[config.mk]
export PLATFORM = sky130hd
export DESIGN_NAME = fifo_word_serializer_flat
export DESIGN_NICKNAME = d
export VERILOG_FILES = /design/src/rtl/fifo_word_serializer_pkg.sv /design/src/rtl/fifo_word_serializer_if.sv /design/src/rtl/fifo_word_serializer_bit_timer.sv /design/src/rtl/fifo_word_serializer.sv /design/src/flat_wrapper.sv
export SDC_FILE = /design/constraint.sdc
export NUM_CORES = 1
export LEC_CHECK = 0
export CORE_MARGIN = 2
export CORE_UTILIZATION = 50
export DETAILED_ROUTE_END_ITERATION = 8
export PLACE_DENSITY = 0.75
export SLEW_MARGIN = 20
export SYNTH_ARGS = -nofsm -noshare
export SYNTH_HDL_FRONTEND = slang
export SYNTH_SLANG_ARGS = --single-unit
[constraint.sdc]
create_clock -name clk -period 2.3 [get_ports clk]
set_input_delay 0.69 -clock clk [delete_from_list [all_inputs] [get_ports clk]]
set_output_delay 0.69 -clock clk [all_outputs]
set_load 0.05 [all_outputs]
[src/rtl/fifo_word_serializer_pkg.sv]
// Shared types and helpers for the FIFO-fed word serializer.
package fifo_word_serializer_pkg;

  typedef enum logic [2:0] {
    ST_IDLE,
    ST_FETCH,
    ST_LOAD,
    ST_START,
    ST_DATA,
    ST_STOP
  } ser_state_e;

  localparam int WORDS_W = 16;

  // Counter width that stays legal (>=1) for a count of 1.
  function automatic int cnt_width(input int n);
    return (n > 1) ? $clog2(n) : 1;
  endfunction

endpackage

[src/rtl/fifo_word_serializer_if.sv]
// FIFO read side, transmit control and serial status bundled for the serializer.
interface fifo_word_serializer_if #(
  parameter int DATA_W = 16
);
  import fifo_word_serializer_pkg::*;

  logic                tx_en;
  logic                fifo_empty;
  logic [DATA_W-1:0]   fifo_dout;
  logic                fifo_rd_en;
  logic                ser_out;
  logic                busy;
  logic                frame_done;
  logic [WORDS_W-1:0]  words_sent;

  modport master (
    input  tx_en, fifo_empty, fifo_dout,
    output fifo_rd_en, ser_out, busy, frame_done, words_sent
  );

  modport slave (
    output tx_en, fifo_empty, fifo_dout,
    input  fifo_rd_en, ser_out, busy, frame_done, words_sent
  );

endinterface

[src/rtl/fifo_word_serializer_bit_timer.sv]
// Down-counter that marks the last clock of every serial bit period with a tick.
module fifo_word_serializer_bit_timer
  import fifo_word_serializer_pkg::*;
#(
  parameter int CLKS_PER_BIT = 4
) (
  input  logic clk,
  input  logic rstn,
  input  logic restart_i,
  input  logic en_i,
  output logic tick_o
);

  localparam int            CW     = cnt_width(CLKS_PER_BIT);
  localparam logic [CW-1:0] RELOAD = CW'(CLKS_PER_BIT - 1);

  logic [CW-1:0] cnt_q, cnt_d;

  always_comb begin
    cnt_d = cnt_q;
    if (restart_i) begin
      cnt_d = RELOAD;
    end else if (en_i) begin
      cnt_d = (cnt_q == '0) ? RELOAD : cnt_q - 1'b1;
    end
  end

  always_ff @(posedge clk or negedge rstn) begin
    if (!rstn) begin
      cnt_q <= '0;
    end else begin
      cnt_q <= cnt_d;
    end
  end

  assign tick_o = en_i && (cnt_q == '0);

endmodule

[src/rtl/fifo_word_serializer.sv]
// Pops words from a sync FIFO and sends each as start(0), data bits, stop(1).
module fifo_word_serializer
  import fifo_word_serializer_pkg::*;
#(
  parameter int DATA_W       = 16,
  parameter int CLKS_PER_BIT = 4,
  parameter int LSB_FIRST    = 1
) (
  input  logic                    clk,
  input  logic                    rstn,
  fifo_word_serializer_if.master  bus
);

  if (CLKS_PER_BIT < 1) begin : g_bad_cpb
    $error("CLKS_PER_BIT must be at least 1");
  end

  localparam int               IDX_W    = cnt_width(DATA_W);
  localparam logic [IDX_W-1:0] LAST_IDX = IDX_W'(DATA_W - 1);

  ser_state_e          state_q, state_d;
  logic [DATA_W-1:0]   shift_q, shift_d;
  logic [IDX_W-1:0]    idx_q, idx_d;
  logic [WORDS_W-1:0]  words_q, words_d;
  logic                ser_q, ser_d;
  logic                rd_en_q, rd_en_d;
  logic                busy_q, busy_d;
  logic                done_q, done_d;
  logic                tick, start_ok, timer_en, timer_restart;

  assign start_ok      = bus.tx_en && !bus.fifo_empty;
  assign timer_en      = (state_q == ST_START) || (state_q == ST_DATA) || (state_q == ST_STOP);
  assign timer_restart = (state_q == ST_LOAD);

  fifo_word_serializer_bit_timer #(
    .CLKS_PER_BIT (CLKS_PER_BIT)
  ) u_bit_timer (
    .clk       (clk),
    .rstn      (rstn),
    .restart_i (timer_restart),
    .en_i      (timer_en),
    .tick_o    (tick)
  );

  always_ff @(posedge clk or negedge rstn) begin
    if (!rstn) begin
      state_q <= ST_IDLE;
    end else begin
      state_q <= state_d;
    end
  end

  always_comb begin
    state_d = state_q;
    case (state_q)
      ST_IDLE:  if (start_ok) state_d = ST_FETCH;
      ST_FETCH: state_d = ST_LOAD;
      ST_LOAD:  state_d = ST_START;
      ST_START: if (tick) state_d = ST_DATA;
      ST_DATA:  if (tick && (idx_q == LAST_IDX)) state_d = ST_STOP;
      ST_STOP:  if (tick) state_d = ST_IDLE;
      default:  state_d = ST_IDLE;
    endcase
  end

  // The shift register always presents the bit currently on the line at its output end.
  always_comb begin
    shift_d = shift_q;
    idx_d   = idx_q;
    words_d = words_q;
    case (state_q)
      ST_LOAD: begin
        shift_d = bus.fifo_dout;
        idx_d   = '0;
      end
      ST_DATA: begin
        if (tick && (idx_q != LAST_IDX)) begin
          shift_d = (LSB_FIRST != 0) ? (shift_q >> 1) : (shift_q << 1);
          idx_d   = idx_q + 1'b1;
        end
      end
      ST_STOP: begin
        if (tick) words_d = words_q + 1'b1;
      end
      default: ;
    endcase
  end

  // Outputs are computed from the next state so the registered pins line up with it.
  always_comb begin
    rd_en_d = (state_q == ST_IDLE) && start_ok;
    busy_d  = (state_d != ST_IDLE);
    done_d  = (state_q == ST_STOP) && (state_d == ST_IDLE);
    case (state_d)
      ST_START: ser_d = 1'b0;
      ST_DATA:  ser_d = (LSB_FIRST != 0) ? shift_d[0] : shift_d[DATA_W-1];
      default:  ser_d = 1'b1;
    endcase
  end

  always_ff @(posedge clk or negedge rstn) begin
    if (!rstn) begin
      shift_q <= '0;
      idx_q   <= '0;
      words_q <= '0;
      ser_q   <= 1'b1;
      rd_en_q <= 1'b0;
      busy_q  <= 1'b0;
      done_q  <= 1'b0;
    end else begin
      shift_q <= shift_d;
      idx_q   <= idx_d;
      words_q <= words_d;
      ser_q   <= ser_d;
      rd_en_q <= rd_en_d;
      busy_q  <= busy_d;
      done_q  <= done_d;
    end
  end

  assign bus.fifo_rd_en = rd_en_q;
  assign bus.ser_out    = ser_q;
  assign bus.busy       = busy_q;
  assign bus.frame_done = done_q;
  assign bus.words_sent = words_q;

endmodule

[src/flat_wrapper.sv]
// flat-port wrapper written by rule: the top's interface ports become plain ports
module fifo_word_serializer_flat import fifo_word_serializer_pkg::*;
#(
  parameter int DATA_W       = 16,
  parameter int CLKS_PER_BIT = 4,
  parameter int LSB_FIRST    = 1
)
  (clk, rstn, bus_tx_en, bus_fifo_empty, bus_fifo_dout, bus_fifo_rd_en, bus_ser_out, bus_busy, bus_frame_done, bus_words_sent);
  fifo_word_serializer_if #(.DATA_W(DATA_W)) bus_i ();
  input  logic clk;
  input  logic rstn;
  input wire logic [$bits(bus_i.tx_en)-1:0] bus_tx_en;
  input wire logic [$bits(bus_i.fifo_empty)-1:0] bus_fifo_empty;
  input wire logic [$bits(bus_i.fifo_dout)-1:0] bus_fifo_dout;
  output wire logic [$bits(bus_i.fifo_rd_en)-1:0] bus_fifo_rd_en;
  output wire logic [$bits(bus_i.ser_out)-1:0] bus_ser_out;
  output wire logic [$bits(bus_i.busy)-1:0] bus_busy;
  output wire logic [$bits(bus_i.frame_done)-1:0] bus_frame_done;
  output wire logic [$bits(bus_i.words_sent)-1:0] bus_words_sent;
  assign bus_i.tx_en = bus_tx_en;
  assign bus_i.fifo_empty = bus_fifo_empty;
  assign bus_i.fifo_dout = bus_fifo_dout;
  assign bus_fifo_rd_en = bus_i.fifo_rd_en;
  assign bus_ser_out = bus_i.ser_out;
  assign bus_busy = bus_i.busy;
  assign bus_frame_done = bus_i.frame_done;
  assign bus_words_sent = bus_i.words_sent;
  fifo_word_serializer #(.DATA_W(DATA_W), .CLKS_PER_BIT(CLKS_PER_BIT), .LSB_FIRST(LSB_FIRST)) u_core (.clk(clk), .rstn(rstn), .bus(bus_i));
endmodule
==> flow_summary_export.csv, run 1 <==
group,metric,value,unit
die,fp.coreArea,4060,um2
final_layout,final_cell_mix,"nand2_1, dfrtp_1, clkdlybuf4s50_1",
yosys,yosysUniqueCellTypes,38,
final_layout,antennaDiodeCount,0,
die,pin_count,40,
yosys,synth_cells,205,
placed_design,gp_congestion,0.769,
timing,finalHoldViolCount,0,
timing,fin_setup_tns,0,ps
grt,grtUsageTotal,0.182,
yosys,ys_warn_count,0,
die,die_x,69.4,um
final_layout,syn_to_final_growth,25.0,%
timing,max_clock_freq,0.443,GHz
yosys,syn_area,2140,um2
yosys,post_synth_main_area_contributors,"dfrtp_1, nand2_1, a22oi_1",
pwr,ir_drop,0.630,mV
grt,antenna_found_initial,0,
detailed_routing,vias,1589,
critical_path,start_kind,"register",
clock_network,clockBufferDepth,2,
critical_path,worst_ep_required_time,1610,ps
placed_design,dp_cells,288,
placed_design,io_buffer_count,39,
die,rows,23,
clock_network,clk_latency,300,ps
pwr,power,0.00255,W
clock_network,clkSlewWorstSetupHoldPaths,90,ps
detailed_routing,finalWirelength,4.07,mm
critical_path,critical-path-max-stage-delay,840,ps
timing,min_period,2260,ps
detailed_routing,drt-pass1-iter-count,4,
detailed_routing,drtIter0Drc,112,
yosys,seq_area_frac_synth,0.528,
critical_path,cp_max_fo,5,
critical_path,crit_chain,"clkdlybuf4s50_1",
critical_path,cp.arrival,1570,ps
critical_path,r2r_setup_slack,300,ps
clock_network,tritoncts,"done",
critical_path,crit_buf_inv,1,
timing,post-route-period-util,0.982,
yosys,synth_flop_cell,"dfrtp_1",
critical_path,critPathKind,"reg2out",
clock_network,cts_buffers,5,
yosys,async_flop_share,1.00,
clock_network,clock-root-buffer,"clkbuf_8",
grt,grtUsageMet2,0.277,
placed_design,place_area,2550,um2
yosys,postSynthAreaPerCell,10.4,um2
final_layout,drive_gt1_frac,0.0854,
detailed_routing,wl_per_cell,13.7,um
grt,grt_pass1_vias,1544,
critical_path,cpMaxStageDelayCell,"clkdlybuf4s50_1",
timing,worst_pin_slew,700,ps
grt,use_met1,0.244,
clock_network,htreeDepth,2,
die,dieHeight,69.4,um
yosys,synth_top_cell_area_share,0.516,
worst_hold_path,hp-class,"in2async",
detailed_routing,drt_drc_violations_left,0,
yosys,syn_nets,228,
yosys,synth_edf_count,0,
pwr,powerDensity,956,nW/um2
final_layout,finalInstanceArea,2670,um2
critical_path,cp_top_family,"buffers and inverters",
clock_network,cts_setup_buffers,0,
yosys,synth_largest_area_cell,"dfrtp_1",
yosys,ys_ff_latch,45,
timing,grt_setup_unrepaired,"false",
clock_network,clock-sinks,45,
timing,maxSlewHeadroom,0.534,
grt,use_met3,0.0567,
detailed_routing,final_antenna_net_count,0,
detailed_routing,via_per_inst,5.37,
die,dieArea,4810,um2
pwr,p_leak,1.33,nW
run,drv_cap,0,
timing,fin_skew,6.94,ps
critical_path,cp-end-kind,"output port",
die,start_util,0.526,
grt,top_usage_layer,"met2",
timing,slew_viol_final,0,
status,status,"finished clean",
final_layout,final_common_cell,"nand2_1",
timing,setup_violations,0,
grt,grt_max_degree,20,
final_layout,instances_no_fill,296,
grt,grt_overflow,0,
grt,grt_pass1_wl,7.02,mm
placed_design,dp.final_hpwl,2.86,mm
final_layout,nNetsFinal,268,
-- registers in the layout (all words and copies together) (netlist names) --
name and cells:
u_core.state_q 3, u_core.shift_q 16, u_core.bus.ser_out 1, u_core.u_bit_timer.cnt_q 2, u_core.bus.fifo_rd_en 1, u_core.bus.frame_done 1, u_core.idx_q 4, u_core.bus.words_sent 16
u_core.bus.busy 1
-- path summary, 6_finish.rpt --
kind	startpoint	cells past startpoint	to
max in group asynchronous	rstn	2	u_core.bus.ser_out
min	rstn	1	u_core.u_bit_timer.cnt_q[1]
max	u_core.bus.words_sent[4]	1	bus_words_sent[4]
min in group clk	u_core.bus.words_sent[15]	1	u_core.bus.words_sent[15]
min reg2reg	u_core.bus.words_sent[15]	1	u_core.bus.words_sent[15]
max reg2reg	u_core.u_bit_timer.cnt_q[0]	6	u_core.idx_q[2]
-- cell usage after synthesis (all sizes together) (2+ instances only) --
master / number
nand4: 5
inv: 6
nor4: 3
dfrtp: 44
nand2b: 2
nor3: 2
and3: 2
a21oi: 5
a21o: 2
nand3b: 2
a22oi: 16
or3: 2
buf: 10
and2: 3
nand2: 46
nor3b: 2
nand4b: 2
nand3: 9
xnor2: 12
o21ai: 7
nor2: 6
ha: 3
xor2: 3
-- logic make-up after synthesis --
group / after synthesis / share of synthesized area
AND/OR/NAND/NOR: 88 / 0.227
flip-flops: 45 / 0.528
AO/OA/AOI/OAI: 36 / 0.115
buffers and inverters: 17 / 0.0457
XOR/XNOR: 15 / 0.0615
adder cells (fa/ha/maj): 3 / 0.0176
multiplexers: 1 / 0.00469
-- layer usage --
layer	vias up	wire (um)
met1	751	1930
met3	9	208
met4	0	74
met5	-	0
met2	40	1850
li1	789	-
-- through the flow --
stage          hold WS, ps  worst slack, ps  utilization
6_report               284             41.3        0.658
5_1_grt                303             3.61        0.658
4_1_cts                288             11.2        0.656
3_5_place_dp           457              286        0.628
3_3_place_gp           453              294        0.628
2_1_floorplan          394              428            -
-- power by group --
| group | internal, W | total, W | switching [W] |
|---|---|---|---|
| Combinational | 0.000326 | 0.000780 | 0.000454 |
| Clock | 0.000326 | 0.000595 | 0.000269 |
| Sequential | 0.00100 | 0.00118 | 0.000176 |
-- final cells by class --
cell class | count | area, um2
repair buffers | 44 | 430
fillers | 335 | 1390
well taps | 50 | 62.6
inverters | 6 | 22.5
multi-input cells | 143 | 916
clock buffers | 6 | 72.6
clock inverters | 2 | 38.8
flip-flops and latches | 45 | 1130
-- timing repair --
item                       4_1_cts  5_1_grt
resized for setup                0        4
hold buffers                     0        0
setup endpoints to repair        0        4
Power figures use the tool's default switching activity.
==> run 2, diff against run 1 <==
--- a/config.mk
+++ b/config.mk
@@ -12,4 +12,5 @@
 export SLEW_MARGIN = 20
 export SYNTH_ARGS = -nofsm -noshare
 export SYNTH_HDL_FRONTEND = slang
+export SYNTH_HIERARCHICAL = 1
 export SYNTH_SLANG_ARGS = --single-unit
==> run 2 against run 1 <==
Compared with the run above:
- register-to-register slack got worse by 150 ps
- clock power decreased by 11%
- critical path depth is the same
- sequential power down 32%
- clock skew is 2.0 ps lower
- core utilization is 0.83 points higher
- global-route usage up 1.6 points
- worst setup slack better by 12 ps
- largest cell class unchanged
==> flow_summary_export.csv, run 2 <==
group,metric,value,unit
clock_network,cts_buffers,5,
grt,grt_pass1_vias,1484,
yosys,syn_nets,224,
placed_design,pre_cts_ws,124,ps
clock_network,clkSlewWorstSetupHoldPaths,80,ps
placed_design,gp_congestion,0.846,
final_layout,antennaDiodeCount,0,
critical_path,r2r_setup_slack,150,ps
grt,antenna_found_initial,0,
yosys,post_synth_main_area_contributors,"dfrtp_1, nand2_1, a22oi_1",
clock_network,tritoncts,"done",
critical_path,cp_max_fo,5,
die,rows,23,
yosys,yosysUniqueCellTypes,36,
yosys,async_flop_share,1.00,
clock_network,cts_setup_buffers,0,
critical_path,reg2reg_from,"u_core/state_q[2]",
yosys,seq_area_frac_synth,0.547,
timing,fin_skew,4.95,ps
critical_path,cpMaxStageDelayCell,"clkdlybuf4s50_1",
detailed_routing,drt-pass1-iter-count,4,
yosys,postSynthAreaPerCell,10.2,um2
grt,grtUsageMet2,0.324,
yosys,ys_ff_latch,45,
timing,setup_violations,0,
critical_path,cp_top_family,"buffers and inverters",
pwr,power,0.00139,W
final_layout,fill_cells,335,
grt,use_met3,0.0493,
grt,top_usage_layer,"met2",
placed_design,io_buffer_count,39,
pwr,seq_power_share,0.574,
placed_design,dp.final_hpwl,2.75,mm
critical_path,crit_buf_inv,1,
timing,min_period,2250,ps
yosys,synth_cells,201,
critical_path,critPathKind,"reg2out",
grt,use_met1,0.255,
timing,post-route-period-util,0.977,
detailed_routing,via_per_inst,5.26,
timing,timing.final.ws_setup,53.3,ps
final_layout,nNetsFinal,270,
final_layout,instances_no_fill,298,
yosys,synth_flop_cell,"dfrtp_1",
timing,slew_viol_final,0,
pwr,p_leak,1.30,nW
grt,grt_overflow,0,
pwr,powerDensity,527,nW/um2
detailed_routing,drt_drc_violations_left,0,
final_layout,drive_gt1_frac,0.121,
pwr,p_int,0.00110,W
pwr,ir_drop,0.293,mV
clock_network,clock-sinks,45,
detailed_routing,final_antenna_net_count,0,
grt,grt_pass1_wl,6.78,mm
clock_network,htreeDepth,2,
yosys,synth_largest_area_cell,"dfrtp_1",
timing,max_clock_freq,0.445,GHz
final_layout,final_cell_mix,"nand2_1, dfrtp_1, clkdlybuf4s50_1",
grt,grt_max_degree,27,
critical_path,startpoint,"u_core/bus.words_sent[4]",
pwr,netSwitchingPower,0.000290,W
yosys,netlist_top_cells_count,"nand2_1, dfrtp_1, a22oi_1, nor2_1, xnor2_1",
critical_path,r2r_cells,7,
critical_path,critical-path-max-stage-delay,830,ps
detailed_routing,vias,1567,
pwr,pwr-share-comb,0.045,
yosys,ys_warn_count,6,
grt,grtUsageTotal,0.197,
die,fp.coreArea,3970,um2
detailed_routing,finalWirelength,4.00,mm
yosys,yosysMostFrequentCell,"nand2_1",
yosys,syn_area,2060,um2
clock_network,clockBufferDepth,2,
critical_path,start_kind,"register",
critical_path,cp-end-kind,"output port",
die,start_util,0.519,
die,dieHeight,68.2,um
die,pin_count,40,
pwr,pwr-share-clk,0.380,
run,drv_cap,0,
worst_hold_path,hp-class,"in2async",
timing,maxSlewHeadroom,0.592,
placed_design,place_area,2530,um2
yosys,synth_top_cell_area_share,0.535,
pwr,p_sw_frac,0.208,
yosys,synth_edf_count,0,
critical_path,rr_endpoint,"u_core/bus.words_sent[14]",
final_layout,finalInstanceArea,2650,um2
critical_path,crit_chain,"clkdlybuf4s50_1",
clock_network,clock-root-buffer,"clkbuf_8",
detailed_routing,wl_per_cell,13.4,um
die,die_x,68.2,um
final_layout,final_common_cell,"nand2_1",
clock_network,clk_latency,300,ps
critical_path,cp.arrival,1560,ps
detailed_routing,drtIter0Drc,76,
die,dieArea,4650,um2
timing,fin_setup_tns,0,ps
final_layout,syn_to_final_growth,28.5,%
critical_path,worst_ep_required_time,1610,ps
status,status,"finished clean",
timing,worst_pin_slew,611,ps
placed_design,dp_cells,290,
timing,finalHoldViolCount,0,
## run 2: changes by cell type in the layout (fill, tap and decap cells not counted), sizes merged, moves of 3 or more
cell,before,now
a21oi,5,2
buf,7,11
nor2,6,13
nor2b,0,3
xor2,3,7
## run 2: cell families after synthesis
| family | share of synthesized area |
|---|---|
| AO/OA/AOI/OAI | 0.0936 |
| multiplexers | 0.00547 |
| AND/OR/NAND/NOR | 0.227 |
| flip-flops | 0.547 |
| adder cells (fa/ha/maj) | 0.0182 |
| buffers and inverters | 0.0365 |
| XOR/XNOR | 0.0723 |
## run 2: worst max-delay path by stage
stage	endpoint	cells past startpoint
after floorplan	u_core/bus.words_sent[8]	8
after global placement	u_core/bus.words_sent[14]	7
after detailed placement	u_core/idx_q[1]	6
after CTS	bus_words_sent[1]	1
after global routing	u_core/bus.words_sent[14]	7
final	bus_words_sent[4]	1
## run 2: area by class of cell
type | count | area (um2) | area share
Sequential cell | 45 | 1130 | 0.426
Multi-Input combinational cell | 141 | 868 | 0.328
Timing Repair Buffer | 47 | 460 | 0.174
Clock buffer | 7 | 96.3 | 0.0364
Tap cell | 50 | 62.6 | 0.0236
Inverter | 7 | 26.3 | 0.00993
Clock inverter | 1 | 5.00 | 0.00189
## run 2: stage by stage
stage                util  hold slack, ps
global route        0.666             371
global placement    0.637             460
floorplan               -             394
detailed placement  0.637             462
finish              0.666             340
CTS                 0.663             353
## run 2: power groups by stage
stage / registers [W] / logic [W] / clock network [W]
2_1_floorplan: 0.000819 / 0.00000714 / 0
3_3_place_gp: 0.000816 / 0.0000642 / 0
3_5_place_dp: 0.000816 / 0.0000646 / 0
4_1_cts: 0.000801 / 0.0000651 / 0.000542
5_1_grt: 0.000802 / 0.0000709 / 0.000570
6_report: 0.000801 / 0.0000630 / 0.000531
## run 2: repair_timing
item | 4_1_cts | 5_1_grt
endpoints found under the setup margin | 0 | 25
gates resized for setup | 0 | 6
hold buffers | 0 | 0
## run 2: routing by layer
metal | part of all wire | vias to the layer above
met5 | 0 | -
met4 | 0.014 | 0
met3 | 0.051 | 6
met2 | 0.48 | 44
met1 | 0.45 | 741
li1 | - | 776
==> run 3, diff against run 2 <==
--- a/config.mk
+++ b/config.mk
@@ -5,10 +5,12 @@
 export SDC_FILE = /design/constraint.sdc
 export NUM_CORES = 1
 export LEC_CHECK = 0
+export ABC_CLOCK_PERIOD_IN_PS = 2300
 export CORE_MARGIN = 2
 export CORE_UTILIZATION = 50
 export DETAILED_ROUTE_END_ITERATION = 8
 export PLACE_DENSITY = 0.75
+export REMOVE_ABC_BUFFERS = 1
 export SLEW_MARGIN = 20
 export SYNTH_ARGS = -nofsm -noshare
 export SYNTH_HDL_FRONTEND = slang
==> run 3 against run 2 <==
Compared with the run above:
- power shrank 3.8%
- worst setup slack gained 16 ps
- non-clock buffer count is the same
- sequential power is essentially flat
- first-iteration DRC count shrank 55%
- cell count shrank 0.34%
- flip-flop and latch count is the same
- combinational power shrank 0.6%
- clock skew shrank 1.1 ps
- via count grew 1.5%
- core utilization shrank 0.41 points
- hold slack gained 17 ps
==> flow_summary_export.csv, run 3 (synthesis results as in run 2) <==
group,metric,value,unit
status,status,"finished clean",
critical_path,crit_chain,"clkdlybuf4s50_1",
timing,setup_violations,0,
critical_path,cp_top_family,"buffers and inverters",
die,dieArea,4650,um2
pwr,pwr-share-comb,0.047,
detailed_routing,finalWirelength,3.99,mm
die,pin_count,40,
die,die_x,68.2,um
pwr,pwr-share-clk,0.357,
placed_design,dp.final_hpwl,2.96,mm
critical_path,cp_max_fo,5,
timing,min_period,2230,ps
grt,grt_overflow,0,
final_layout,nNetsFinal,270,
final_layout,multi_input_area,866,um2
detailed_routing,via_per_inst,5.36,
final_layout,final_common_cell,"nand2_1",
critical_path,critical-path-max-stage-delay,830,ps
placed_design,pre_cts_ws,7.09,ps
grt,antenna_found_initial,0,
final_layout,drive_gt1_frac,0.117,
detailed_routing,wl_per_cell,13.4,um
pwr,seq_power_share,0.597,
critical_path,worst_ep_required_time,1610,ps
clock_network,tritoncts,"done",
clock_network,clkSlewWorstSetupHoldPaths,80,ps
placed_design,dp_cells,290,
timing,finalHoldViolCount,0,
placed_design,gp_congestion,0.816,
clock_network,cts_setup_buffers,0,
pwr,p_int,0.00107,W
critical_path,critPathKind,"reg2out",
critical_path,start_kind,"register",
timing,timing.final.ws_setup,69.0,ps
grt,grt_max_degree,25,
die,fp.coreArea,3970,um2
clock_network,clockBufferDepth,2,
clock_network,clk_latency,290,ps
timing,worst_pin_slew,503,ps
grt,grtUsageTotal,0.193,
detailed_routing,final_antenna_net_count,0,
timing,post-route-period-util,0.970,
final_layout,instances_no_fill,297,
pwr,p_leak,1.28,nW
timing,maxSlewHeadroom,0.664,
die,start_util,0.519,
clock_network,clock-sinks,45,
detailed_routing,vias,1591,
timing,slew_viol_final,0,
pwr,netSwitchingPower,0.000271,W
pwr,p_sw_frac,0.202,
timing,max_clock_freq,0.448,GHz
clock_network,clock-root-buffer,"clkbuf_8",
grt,grt_pass1_wl,6.64,mm
final_layout,final_cell_mix,"nand2_1, dfrtp_1, clkdlybuf4s50_1",
die,dieHeight,68.2,um
final_layout,syn_to_final_growth,27.7,%
final_layout,antennaDiodeCount,0,
run,drv_cap,0,
detailed_routing,drt-pass1-iter-count,4,
timing,grt_setup_unrepaired,"false",
final_layout,fill_cells,328,
placed_design,io_buffer_count,39,
critical_path,cpMaxStageDelayCell,"clkdlybuf4s50_1",
detailed_routing,drt_drc_violations_left,0,
critical_path,cp-end-kind,"output port",
die,rows,23,
critical_path,cp.arrival,1540,ps
final_layout,seq_area,1130,um2
timing,fin_skew,3.90,ps
grt,grt_pass1_vias,1549,
clock_network,cts_buffers,5,
pwr,powerDensity,510,nW/um2
critical_path,crit_buf_inv,1,
detailed_routing,drtIter0Drc,34,
clock_network,htreeDepth,2,
clock_network,holdBufCountCts,0,
pwr,ir_drop,0.425,mV
worst_hold_path,hp-class,"in2async",
==> run 3: what timing repair did <==
item,in CTS,in global routing
resized for setup,1,5
hold endpoints to repair,0,0
cloned,0,0
endpoints found under the setup margin,2,11
==> run 3: power groups by stage <==
stage	Clock, W	Sequential (W)	Combinational [W]
after global placement	0	0.000816	0.0000639
after CTS	0.000497	0.000800	0.0000643
after global routing	0.000527	0.000801	0.0000702
final	0.000479	0.000801	0.0000626
after detailed placement	0	0.000816	0.0000644
after floorplan	0	0.000819	0.00000712
==> run 3: metal layers <==
metal  GRT usage  routed length, um  vias to the layer above
li1            -                  -                      778
met1       0.245               1840                      778
met2       0.322               1950                       30
met3      0.0526                156                        5
met4      0.0600                 42                        0
met5           0                  0                        -
==> run 3: cell type report <==
class / instances / area share
clock buffers: 7 / 0.0328
multi-input cells: 141 / 0.329
well taps: 50 / 0.0238
inverters: 7 / 0.00999
flip-flops and latches: 45 / 0.429
repair buffers: 47 / 0.175
==> run 3: through the flow <==
| stage | total power (W) | setup TNS (ps) | hold WS (ps) | area (um2) | utilization |
|---|---|---|---|---|---|
| floorplan | 0.000826 | -5380 | 394 | 2010 | - |
| global placement | 0.000880 | 0 | 460 | 2530 | 0.637 |
| detailed placement | 0.000881 | 0 | 464 | 2530 | 0.637 |
| CTS | 0.00136 | 0 | 369 | 2620 | 0.659 |
| global route | 0.00140 | 0 | 388 | 2630 | 0.662 |
| finish | 0.00134 | 0 | 357 | 2630 | 0.662 |
==> run 3: final timing paths <==
path | end | slack, ps | cells after the start | start
worst min-delay path | u_core/bus.words_sent[9] | 360 | 1 | rstn
min in group clk | u_core/bus.words_sent[15] | 480 | 1 | u_core/bus.words_sent[15]
worst max register to register | u_core/bus.words_sent[12] | 150 | 7 | u_core/state_q[2]
worst max-delay path | bus_words_sent[8] | 70 | 1 | u_core/bus.words_sent[8]
worst min register to register | u_core/bus.words_sent[15] | 480 | 1 | u_core/bus.words_sent[15]
max in group asynchronous | u_core/idx_q[3] | 1450 | 2 | rstn
